## config.mk

```make
export PLATFORM = sky130hd
export DESIGN_NAME = ex_mem_stage_flat
export DESIGN_NICKNAME = d
export VERILOG_FILES = /design/src/rtl/ex_mem_stage_if.sv /design/src/rtl/ex_mem_stage.sv /design/src/flat_wrapper.sv
export SDC_FILE = /design/constraint.sdc
export NUM_CORES = 1
export LEC_CHECK = 0
export ABC_AREA = 1
export CORE_UTILIZATION = 35
export DETAILED_ROUTE_END_ITERATION = 16
export PLACE_DENSITY = 0.58
export SLEW_MARGIN = 25
export SYNTH_ARGS = -nofsm -noshare
export SYNTH_HDL_FRONTEND = slang
export SYNTH_SLANG_ARGS = --single-unit
```

## constraint.sdc

```tcl
create_clock -name clk -period 4.63 [get_ports clk]
set_input_delay 0.6945 -clock clk [delete_from_list [all_inputs] [get_ports clk]]
set_output_delay 0.6945 -clock clk [all_outputs]
set_load 0.02 [all_outputs]
```

## src/rtl/ex_mem_stage_if.sv

```systemverilog
// ID/EX -> EX/MEM stage bundle: decoded operands, MEM/WB forwarding path, registered EX/MEM outputs.
// Latency: n/a (wiring only).
// Backpressure: stall is driven by the stage and holds the upstream pipeline registers.
interface ex_mem_stage_if;
  logic [1:0]  id_wb;        // {RegWrite, MemtoReg}
  logic [1:0]  id_m;         // {MemRead, MemWrite}
  logic [3:0]  id_ex;        // {RegDst, ALUOp[1:0], ALUSrc}
  logic [31:0] id_r1;
  logic [31:0] id_r2;
  logic [31:0] id_imm;
  logic [4:0]  id_rs;
  logic [4:0]  id_rt;
  logic [4:0]  id_rd;
  logic        wb_regwrite;
  logic [4:0]  wb_rd;
  logic [31:0] wb_data;
  logic [1:0]  ex_wb;
  logic [1:0]  ex_m;
  logic [31:0] ex_alu;
  logic [31:0] ex_sdata;
  logic [4:0]  ex_dst;
  logic        stall;

  modport master (
    output id_wb, id_m, id_ex, id_r1, id_r2, id_imm, id_rs, id_rt, id_rd,
    output wb_regwrite, wb_rd, wb_data,
    input  ex_wb, ex_m, ex_alu, ex_sdata, ex_dst, stall
  );

  modport slave (
    input  id_wb, id_m, id_ex, id_r1, id_r2, id_imm, id_rs, id_rt, id_rd,
    input  wb_regwrite, wb_rd, wb_data,
    output ex_wb, ex_m, ex_alu, ex_sdata, ex_dst, stall
  );
endinterface

```

## src/rtl/ex_mem_stage.sv

```systemverilog
// Execute stage with operand forwarding, ALU and a 32-cycle shift-add multiplier feeding the EX/MEM register.
// Latency: 1 edge for single-cycle ops; mul result lands 34 edges after first presentation.
// Backpressure: stall (combinational) is high for 33 cycles per mul; EX/MEM takes bubbles meanwhile.
module ex_mem_stage (
  input  logic            clk,
  input  logic            rst,
  ex_mem_stage_if.slave   bus
);

  typedef enum logic [1:0] {
    S_IDLE = 2'd0,
    S_BUSY = 2'd1,
    S_DONE = 2'd2
  } state_t;

  localparam logic [5:0] FN_ADD = 6'h20;
  localparam logic [5:0] FN_SUB = 6'h22;
  localparam logic [5:0] FN_AND = 6'h24;
  localparam logic [5:0] FN_OR  = 6'h25;
  localparam logic [5:0] FN_SLT = 6'h2A;
  localparam logic [5:0] FN_MUL = 6'h18;

  state_t      state_q, state_d;
  logic [4:0]  cnt_q, cnt_d;
  logic [31:0] mcand_q, mcand_d;
  logic [31:0] mplier_q, mplier_d;
  logic [31:0] acc_q, acc_d;
  logic [1:0]  mwb_q, mwb_d;
  logic [1:0]  mm_q, mm_d;
  logic [4:0]  mdst_q, mdst_d;

  logic [1:0]  ex_wb_q, ex_wb_d;
  logic [1:0]  ex_m_q, ex_m_d;
  logic [31:0] ex_alu_q, ex_alu_d;
  logic [31:0] ex_sdata_q, ex_sdata_d;
  logic [4:0]  ex_dst_q, ex_dst_d;

  logic [1:0]  alu_op;
  logic [5:0]  funct;
  logic [31:0] fwd_a;
  logic [31:0] fwd_b;
  logic [31:0] alu_b;
  logic [31:0] alu_res;
  logic [4:0]  dst;
  logic        is_mul;
  logic        stall;

  // Forwarding muxes (EX/MEM beats MEM/WB, r0 never forwarded), operand select and ALU.
  always_comb begin
    alu_op = bus.id_ex[2:1];
    funct  = bus.id_imm[5:0];

    fwd_a = bus.id_r1;
    if (ex_wb_q[1] && (ex_dst_q != 5'd0) && (ex_dst_q == bus.id_rs)) begin
      fwd_a = ex_alu_q;
    end else if (bus.wb_regwrite && (bus.wb_rd != 5'd0) && (bus.wb_rd == bus.id_rs)) begin
      fwd_a = bus.wb_data;
    end

    fwd_b = bus.id_r2;
    if (ex_wb_q[1] && (ex_dst_q != 5'd0) && (ex_dst_q == bus.id_rt)) begin
      fwd_b = ex_alu_q;
    end else if (bus.wb_regwrite && (bus.wb_rd != 5'd0) && (bus.wb_rd == bus.id_rt)) begin
      fwd_b = bus.wb_data;
    end

    alu_b = bus.id_ex[0] ? bus.id_imm : fwd_b;
    dst   = bus.id_ex[3] ? bus.id_rd : bus.id_rt;

    alu_res = 32'd0;
    case (alu_op)
      2'b00: alu_res = fwd_a + alu_b;
      2'b01: alu_res = fwd_a - alu_b;
      2'b11: alu_res = fwd_a | alu_b;
      default: begin
        case (funct)
          FN_ADD:  alu_res = fwd_a + alu_b;
          FN_SUB:  alu_res = fwd_a - alu_b;
          FN_AND:  alu_res = fwd_a & alu_b;
          FN_OR:   alu_res = fwd_a | alu_b;
          FN_SLT:  alu_res = {31'd0, ($signed(fwd_a) < $signed(alu_b))};
          default: alu_res = 32'd0;  // mul is produced by the FSM, not here
        endcase
      end
    endcase

    is_mul = (alu_op == 2'b10) && (funct == FN_MUL);
  end

  // Multiplier FSM and next EX/MEM contents; bubbles while the multiplier owns the stage.
  always_comb begin
    state_d    = state_q;
    cnt_d      = cnt_q;
    mcand_d    = mcand_q;
    mplier_d   = mplier_q;
    acc_d      = acc_q;
    mwb_d      = mwb_q;
    mm_d       = mm_q;
    mdst_d     = mdst_q;
    stall      = 1'b0;
    ex_wb_d    = bus.id_wb;
    ex_m_d     = bus.id_m;
    ex_alu_d   = alu_res;
    ex_sdata_d = fwd_b;
    ex_dst_d   = dst;

    case (state_q)
      S_IDLE: begin
        if (is_mul) begin
          stall      = 1'b1;
          mcand_d    = fwd_a;
          mplier_d   = alu_b;
          acc_d      = 32'd0;
          cnt_d      = 5'd0;
          mwb_d      = bus.id_wb;
          mm_d       = bus.id_m;
          mdst_d     = dst;
          ex_wb_d    = 2'd0;
          ex_m_d     = 2'd0;
          ex_alu_d   = 32'd0;
          ex_sdata_d = 32'd0;
          ex_dst_d   = 5'd0;
          state_d    = S_BUSY;
        end
      end
      S_BUSY: begin
        stall      = 1'b1;
        ex_wb_d    = 2'd0;
        ex_m_d     = 2'd0;
        ex_alu_d   = 32'd0;
        ex_sdata_d = 32'd0;
        ex_dst_d   = 5'd0;
        if (mplier_q[0]) begin
          acc_d = acc_q + mcand_q;
        end
        mcand_d  = {mcand_q[30:0], 1'b0};
        mplier_d = {1'b0, mplier_q[31:1]};
        cnt_d    = cnt_q + 5'd1;
        if (cnt_q == 5'd31) begin
          state_d = S_DONE;
        end
      end
      S_DONE: begin
        // Input is ignored here: the mul still sitting on the bus is the one being retired.
        ex_wb_d    = mwb_q;
        ex_m_d     = mm_q;
        ex_alu_d   = acc_q;
        ex_sdata_d = 32'd0;
        ex_dst_d   = mdst_q;
        state_d    = S_IDLE;
      end
      default: begin
        state_d = S_IDLE;
      end
    endcase
  end

  // State and EX/MEM registers; reset wins over everything, aborting any mul in flight.
  always_ff @(posedge clk) begin
    if (rst) begin
      state_q    <= S_IDLE;
      cnt_q      <= 5'd0;
      mcand_q    <= 32'd0;
      mplier_q   <= 32'd0;
      acc_q      <= 32'd0;
      mwb_q      <= 2'd0;
      mm_q       <= 2'd0;
      mdst_q     <= 5'd0;
      ex_wb_q    <= 2'd0;
      ex_m_q     <= 2'd0;
      ex_alu_q   <= 32'd0;
      ex_sdata_q <= 32'd0;
      ex_dst_q   <= 5'd0;
    end else begin
      state_q    <= state_d;
      cnt_q      <= cnt_d;
      mcand_q    <= mcand_d;
      mplier_q   <= mplier_d;
      acc_q      <= acc_d;
      mwb_q      <= mwb_d;
      mm_q       <= mm_d;
      mdst_q     <= mdst_d;
      ex_wb_q    <= ex_wb_d;
      ex_m_q     <= ex_m_d;
      ex_alu_q   <= ex_alu_d;
      ex_sdata_q <= ex_sdata_d;
      ex_dst_q   <= ex_dst_d;
    end
  end

  assign bus.ex_wb    = ex_wb_q;
  assign bus.ex_m     = ex_m_q;
  assign bus.ex_alu   = ex_alu_q;
  assign bus.ex_sdata = ex_sdata_q;
  assign bus.ex_dst   = ex_dst_q;
  assign bus.stall    = stall;

endmodule

```

## src/flat_wrapper.sv

```systemverilog
// flat-port wrapper written by rule: the top's interface ports become plain ports
module ex_mem_stage_flat 
  (clk, rst, bus_id_wb, bus_id_m, bus_id_ex, bus_id_r1, bus_id_r2, bus_id_imm, bus_id_rs, bus_id_rt, bus_id_rd, bus_wb_regwrite, bus_wb_rd, bus_wb_data, bus_ex_wb, bus_ex_m, bus_ex_alu, bus_ex_sdata, bus_ex_dst, bus_stall);
  ex_mem_stage_if bus_i ();
  input  logic clk;
  input  logic rst;
  input wire logic [$bits(bus_i.id_wb)-1:0] bus_id_wb;
  input wire logic [$bits(bus_i.id_m)-1:0] bus_id_m;
  input wire logic [$bits(bus_i.id_ex)-1:0] bus_id_ex;
  input wire logic [$bits(bus_i.id_r1)-1:0] bus_id_r1;
  input wire logic [$bits(bus_i.id_r2)-1:0] bus_id_r2;
  input wire logic [$bits(bus_i.id_imm)-1:0] bus_id_imm;
  input wire logic [$bits(bus_i.id_rs)-1:0] bus_id_rs;
  input wire logic [$bits(bus_i.id_rt)-1:0] bus_id_rt;
  input wire logic [$bits(bus_i.id_rd)-1:0] bus_id_rd;
  input wire logic [$bits(bus_i.wb_regwrite)-1:0] bus_wb_regwrite;
  input wire logic [$bits(bus_i.wb_rd)-1:0] bus_wb_rd;
  input wire logic [$bits(bus_i.wb_data)-1:0] bus_wb_data;
  output wire logic [$bits(bus_i.ex_wb)-1:0] bus_ex_wb;
  output wire logic [$bits(bus_i.ex_m)-1:0] bus_ex_m;
  output wire logic [$bits(bus_i.ex_alu)-1:0] bus_ex_alu;
  output wire logic [$bits(bus_i.ex_sdata)-1:0] bus_ex_sdata;
  output wire logic [$bits(bus_i.ex_dst)-1:0] bus_ex_dst;
  output wire logic [$bits(bus_i.stall)-1:0] bus_stall;
  assign bus_i.id_wb = bus_id_wb;
  assign bus_i.id_m = bus_id_m;
  assign bus_i.id_ex = bus_id_ex;
  assign bus_i.id_r1 = bus_id_r1;
  assign bus_i.id_r2 = bus_id_r2;
  assign bus_i.id_imm = bus_id_imm;
  assign bus_i.id_rs = bus_id_rs;
  assign bus_i.id_rt = bus_id_rt;
  assign bus_i.id_rd = bus_id_rd;
  assign bus_i.wb_regwrite = bus_wb_regwrite;
  assign bus_i.wb_rd = bus_wb_rd;
  assign bus_i.wb_data = bus_wb_data;
  assign bus_ex_wb = bus_i.ex_wb;
  assign bus_ex_m = bus_i.ex_m;
  assign bus_ex_alu = bus_i.ex_alu;
  assign bus_ex_sdata = bus_i.ex_sdata;
  assign bus_ex_dst = bus_i.ex_dst;
  assign bus_stall = bus_i.stall;
  ex_mem_stage u_core (.clk(clk), .rst(rst), .bus(bus_i));
endmodule
```

==> out/qor.csv <==
stage,metric,value,unit
synthesis,"count leader, synth",nand2_1,
sta,Slew headroom,34.0,%
drt,Via-to-Cell Ratio,5.09,
power_and_ir_drop,part of the power in combinational logic,39.9,%
clocking,TritonCTS buffer count,17,
cells_and_area,FF+latch area,3700,um^2
cells_and_area,layout cells sized above 1,16.3,%
clocking,number of clock sinks,185,
power_and_ir_drop,Switch Pwr,2.25,mW
sta,Fin. Hold Viols,0,
setup_path,CP max stage delay,0.66,ns
global_routing,largest net degree at the start of global routing,67,
setup_path,Crit-path slowest cell,nor4_1,
global_routing,first-pass GRT wire length,124000,um
clocking,CTS HTree Levels,4,
synthesis,Mean Syn Cell Area,6.17,um^2
clocking,# hold bufs at CTS,0,
synthesis,Synth top area share,19.3,%
drt,DRT Wirelength,83000,um
cells_and_area,nets,3729,
cells_and_area,area of the multi-input gates,12600,um^2
setup_path,Worst EP required,5.04,ns
placement,Post-DP Area,23200,um^2
sta,# setup viols final,0,
die,row count,85,
die,die area,55700,um^2
power_and_ir_drop,Max VDD drop,0.292,mV
clocking,Post-CTS Setup Repair Bufs,0,
die,Initial Util,35.6,%
cells_and_area,design area,23800,um^2
clocking,post-cts gate resize count,0,
setup_path,critical path data arrival time,4.70,ns
drt,DR pass1 iterations,6,
outcome,outcome,finished clean,
synthesis,post-synthesis async set-or-reset flop share,0,%
setup_path,Crit Path Max Fanout,18,
global_routing,grt total ovfl,0,
setup_path,CP Capture Type,register,
global_routing,initial antenna violation count,0,
die,Core Box Area,53900,um^2
hold_path,worst min path class,reg2reg,
synthesis,Area contributors post-synth,"dfxtp_1, nand2_1, inv_1",
drt,Avg WL per Cell,20.1,um
cells_and_area,Fill cells,5734,
die,# IOs,233,
synthesis,ys flop type,dfxtp_1,
power_and_ir_drop,pwr dens,232,nW/um^2
setup_path,R2R setup slack,0.61,ns
placement,port bufs,232,
synthesis,Post-synth top cells,"nand2_1, inv_1, nor2_1",
synthesis,"EDFF count, synth",0,
cells_and_area,Util after Layout,44.2,%
synthesis,Synth cell types,59,
sta,final worst path period share,92.7,%
clocking,Clock transition at path regs,0.09,ns
synthesis,Seq cells post-synth,185,
synthesis,Syn. warnings,0,
synthesis,Post-Syn Instances,3108,
die,DIE WIDTH,236,um
drt,vias,21037,
placement,DP Wirelength,67400,um
drt,DRT iter0 DRCs,2185,
sta,worst-margin pin slew,0.990,ns
die,Die H,236,um
power_and_ir_drop,Reg power frac,31.1,%
synthesis,area of the mapped netlist,19200,um^2
synthesis,sequential area share after synthesis,19.3,%
power_and_ir_drop,Pleak,11.3,nW
sta,RSZ-0062 raised after global routing,false,
sta,min Tclk post-route,4.29,ns
setup_path,"most used cell, CP",nand2_1,
flow_run,# Max-Cap Violations,0,
setup_path,Critical Path Source Type,input port,
sta,Fmax,233,MHz
setup_path,CP Class,in2reg,
synthesis,"Net Count, Synth",3410,
placement,GP Congestion,0.985,
power_and_ir_drop,Internal Power,3.29,mW
cells_and_area,n_diodes,0,
setup_path,"Cell Chain, Critical Path",clkdlybuf4s50_1 > xnor2_1 > nand2_1 > nor3_2 > nand2_2 > inv_2 > buf_4 > nand2_1 > nand3_1 > nand2_2 > inv_2 > ha_1 > nor2_1 > nand2_1 > nor4_1 > nand2_1 > nand2_1 > nand2_1 > nand3_1 > nand2_1 > nand2_1 > nand2_1 > nand2_1 > nand2_1,
sta,Worst Skew,0.0212,ns
power_and_ir_drop,Clock Power Share,29.0,%
drt,# DRC,0,
cells_and_area,Syn-to-layout area delta,24.3,%
synthesis,cell taking the most area after synthesis,dfxtp_1,
clocking,CTS Buffer Depth,2,
global_routing,total track usage,29.7,%
power_and_ir_drop,Net Sw Frac,40.6,%
global_routing,vias in the first global route,19984,
clocking,worst skew pair latency,0.51,ns
clocking,clock root cell,clkbuf_16,
sta,max-slew violations,0,
clocking,CTS tree,yes,
drt,remaining antenna violation count after routing,0,
metrics by stage:
stage	setup slack, ns	hold slack, ns	TNS [ns]	power, mW	std cells
after floorplan	1.08	0.427	0	2.93	3108
after detailed placement	-0.0505	0.446	-0.0885	3.90	4104
after global placement	-0.0675	0.438	-0.126	3.91	4104
final	0.340	0.457	0	5.54	4136
after global routing	0.0521	0.476	0	5.80	4136
after CTS	0.476	0.460	0	5.50	4136
power by group through the flow:
stage	combinational (mW)	sequential [mW]	clock, mW
floorplan	1.15	1.79	0
global placement	2.16	1.76	0
detailed placement	2.15	1.75	0
CTS	2.16	1.72	1.63
global route	2.39	1.72	1.69
finish	2.21	1.72	1.61
routing by layer:
metal	up-vias	GRT usage (%)	routed length, um
met2	793	46.1	36100
met5	-	0	0
li1	10446	-	-
met4	0	7.80	1680
met1	9705	41.6	38700
met3	93	5.61	6490
area by class of cell:
type,count,share of cell area [%]
Clock buffer,18,1.80
Multi-Input combinational cell,2227,52.9
Timing Repair Buffer,422,16.3
Sequential cell,185,15.5
Clock inverter,14,0.761
Inverter,574,9.05
Tap cell,696,3.65
registers in the layout (all words and copies together), names as in the netlist:
signal,count
u_core.acc_q,32
u_core.mm_q,2
u_core.bus.ex_dst,5
u_core.mplier_q,32
u_core.cnt_q,5
u_core.mdst_q,5
u_core.bus.ex_sdata,32
u_core.mwb_q,2
u_core.mcand_q,32
u_core.bus.ex_wb,2
u_core.bus.ex_alu,32
u_core.bus.ex_m,2
u_core.state_q,2
cells by family after synthesis:
logic type | synth area share (%)
muxes | 0.261
DFF | 19.3
xor gates and xnor gates | 2.01
and+or+nand+nor | 36.8
adders and majority gates | 9.45
buffers and inverters | 15.0
AOI/OAI and AO/OA | 17.3
critical path: cells and delay by family:
kind / cells / cell delay, ns
XOR/XNOR: 1 / 0.14
adder cells (fa/ha/maj): 1 / 0.38
buffers and inverters: 4 / 1.05
AND/OR/NAND/NOR: 18 / 2.40
cell usage in the layout (no fill, tap or decap), types with 38 or more instances in the layout:
cell type	synthesis	layout
o21ai_0	71	71
dfxtp_1	185	185
nand2_2	68	69
o22ai_1	102	102
nor2_1	210	210
nand2_1	884	883
nand3_2	74	74
nand3_1	186	186
buf_4	20	180
inv_2	46	47
a21oi_2	56	56
clkdlybuf4s50_1	0	231
ha_1	140	140
inv_1	525	524
a21oi_1	142	142
or2_2	38	38
worst paths after layout:
| kind | startpoint | end | cells after the start |
|---|---|---|---|
| max reg2reg | u_core.bus.ex_dst[3] | u_core.bus.ex_alu[0] | 20 |
| max | bus_id_rt[0] | u_core.bus.ex_alu[0] | 24 |
| min | u_core.mdst_q[1] | u_core.mdst_q[1] | 2 |
| min reg2reg | u_core.mdst_q[1] | u_core.mdst_q[1] | 2 |
Power figures use the tool's default switching activity.
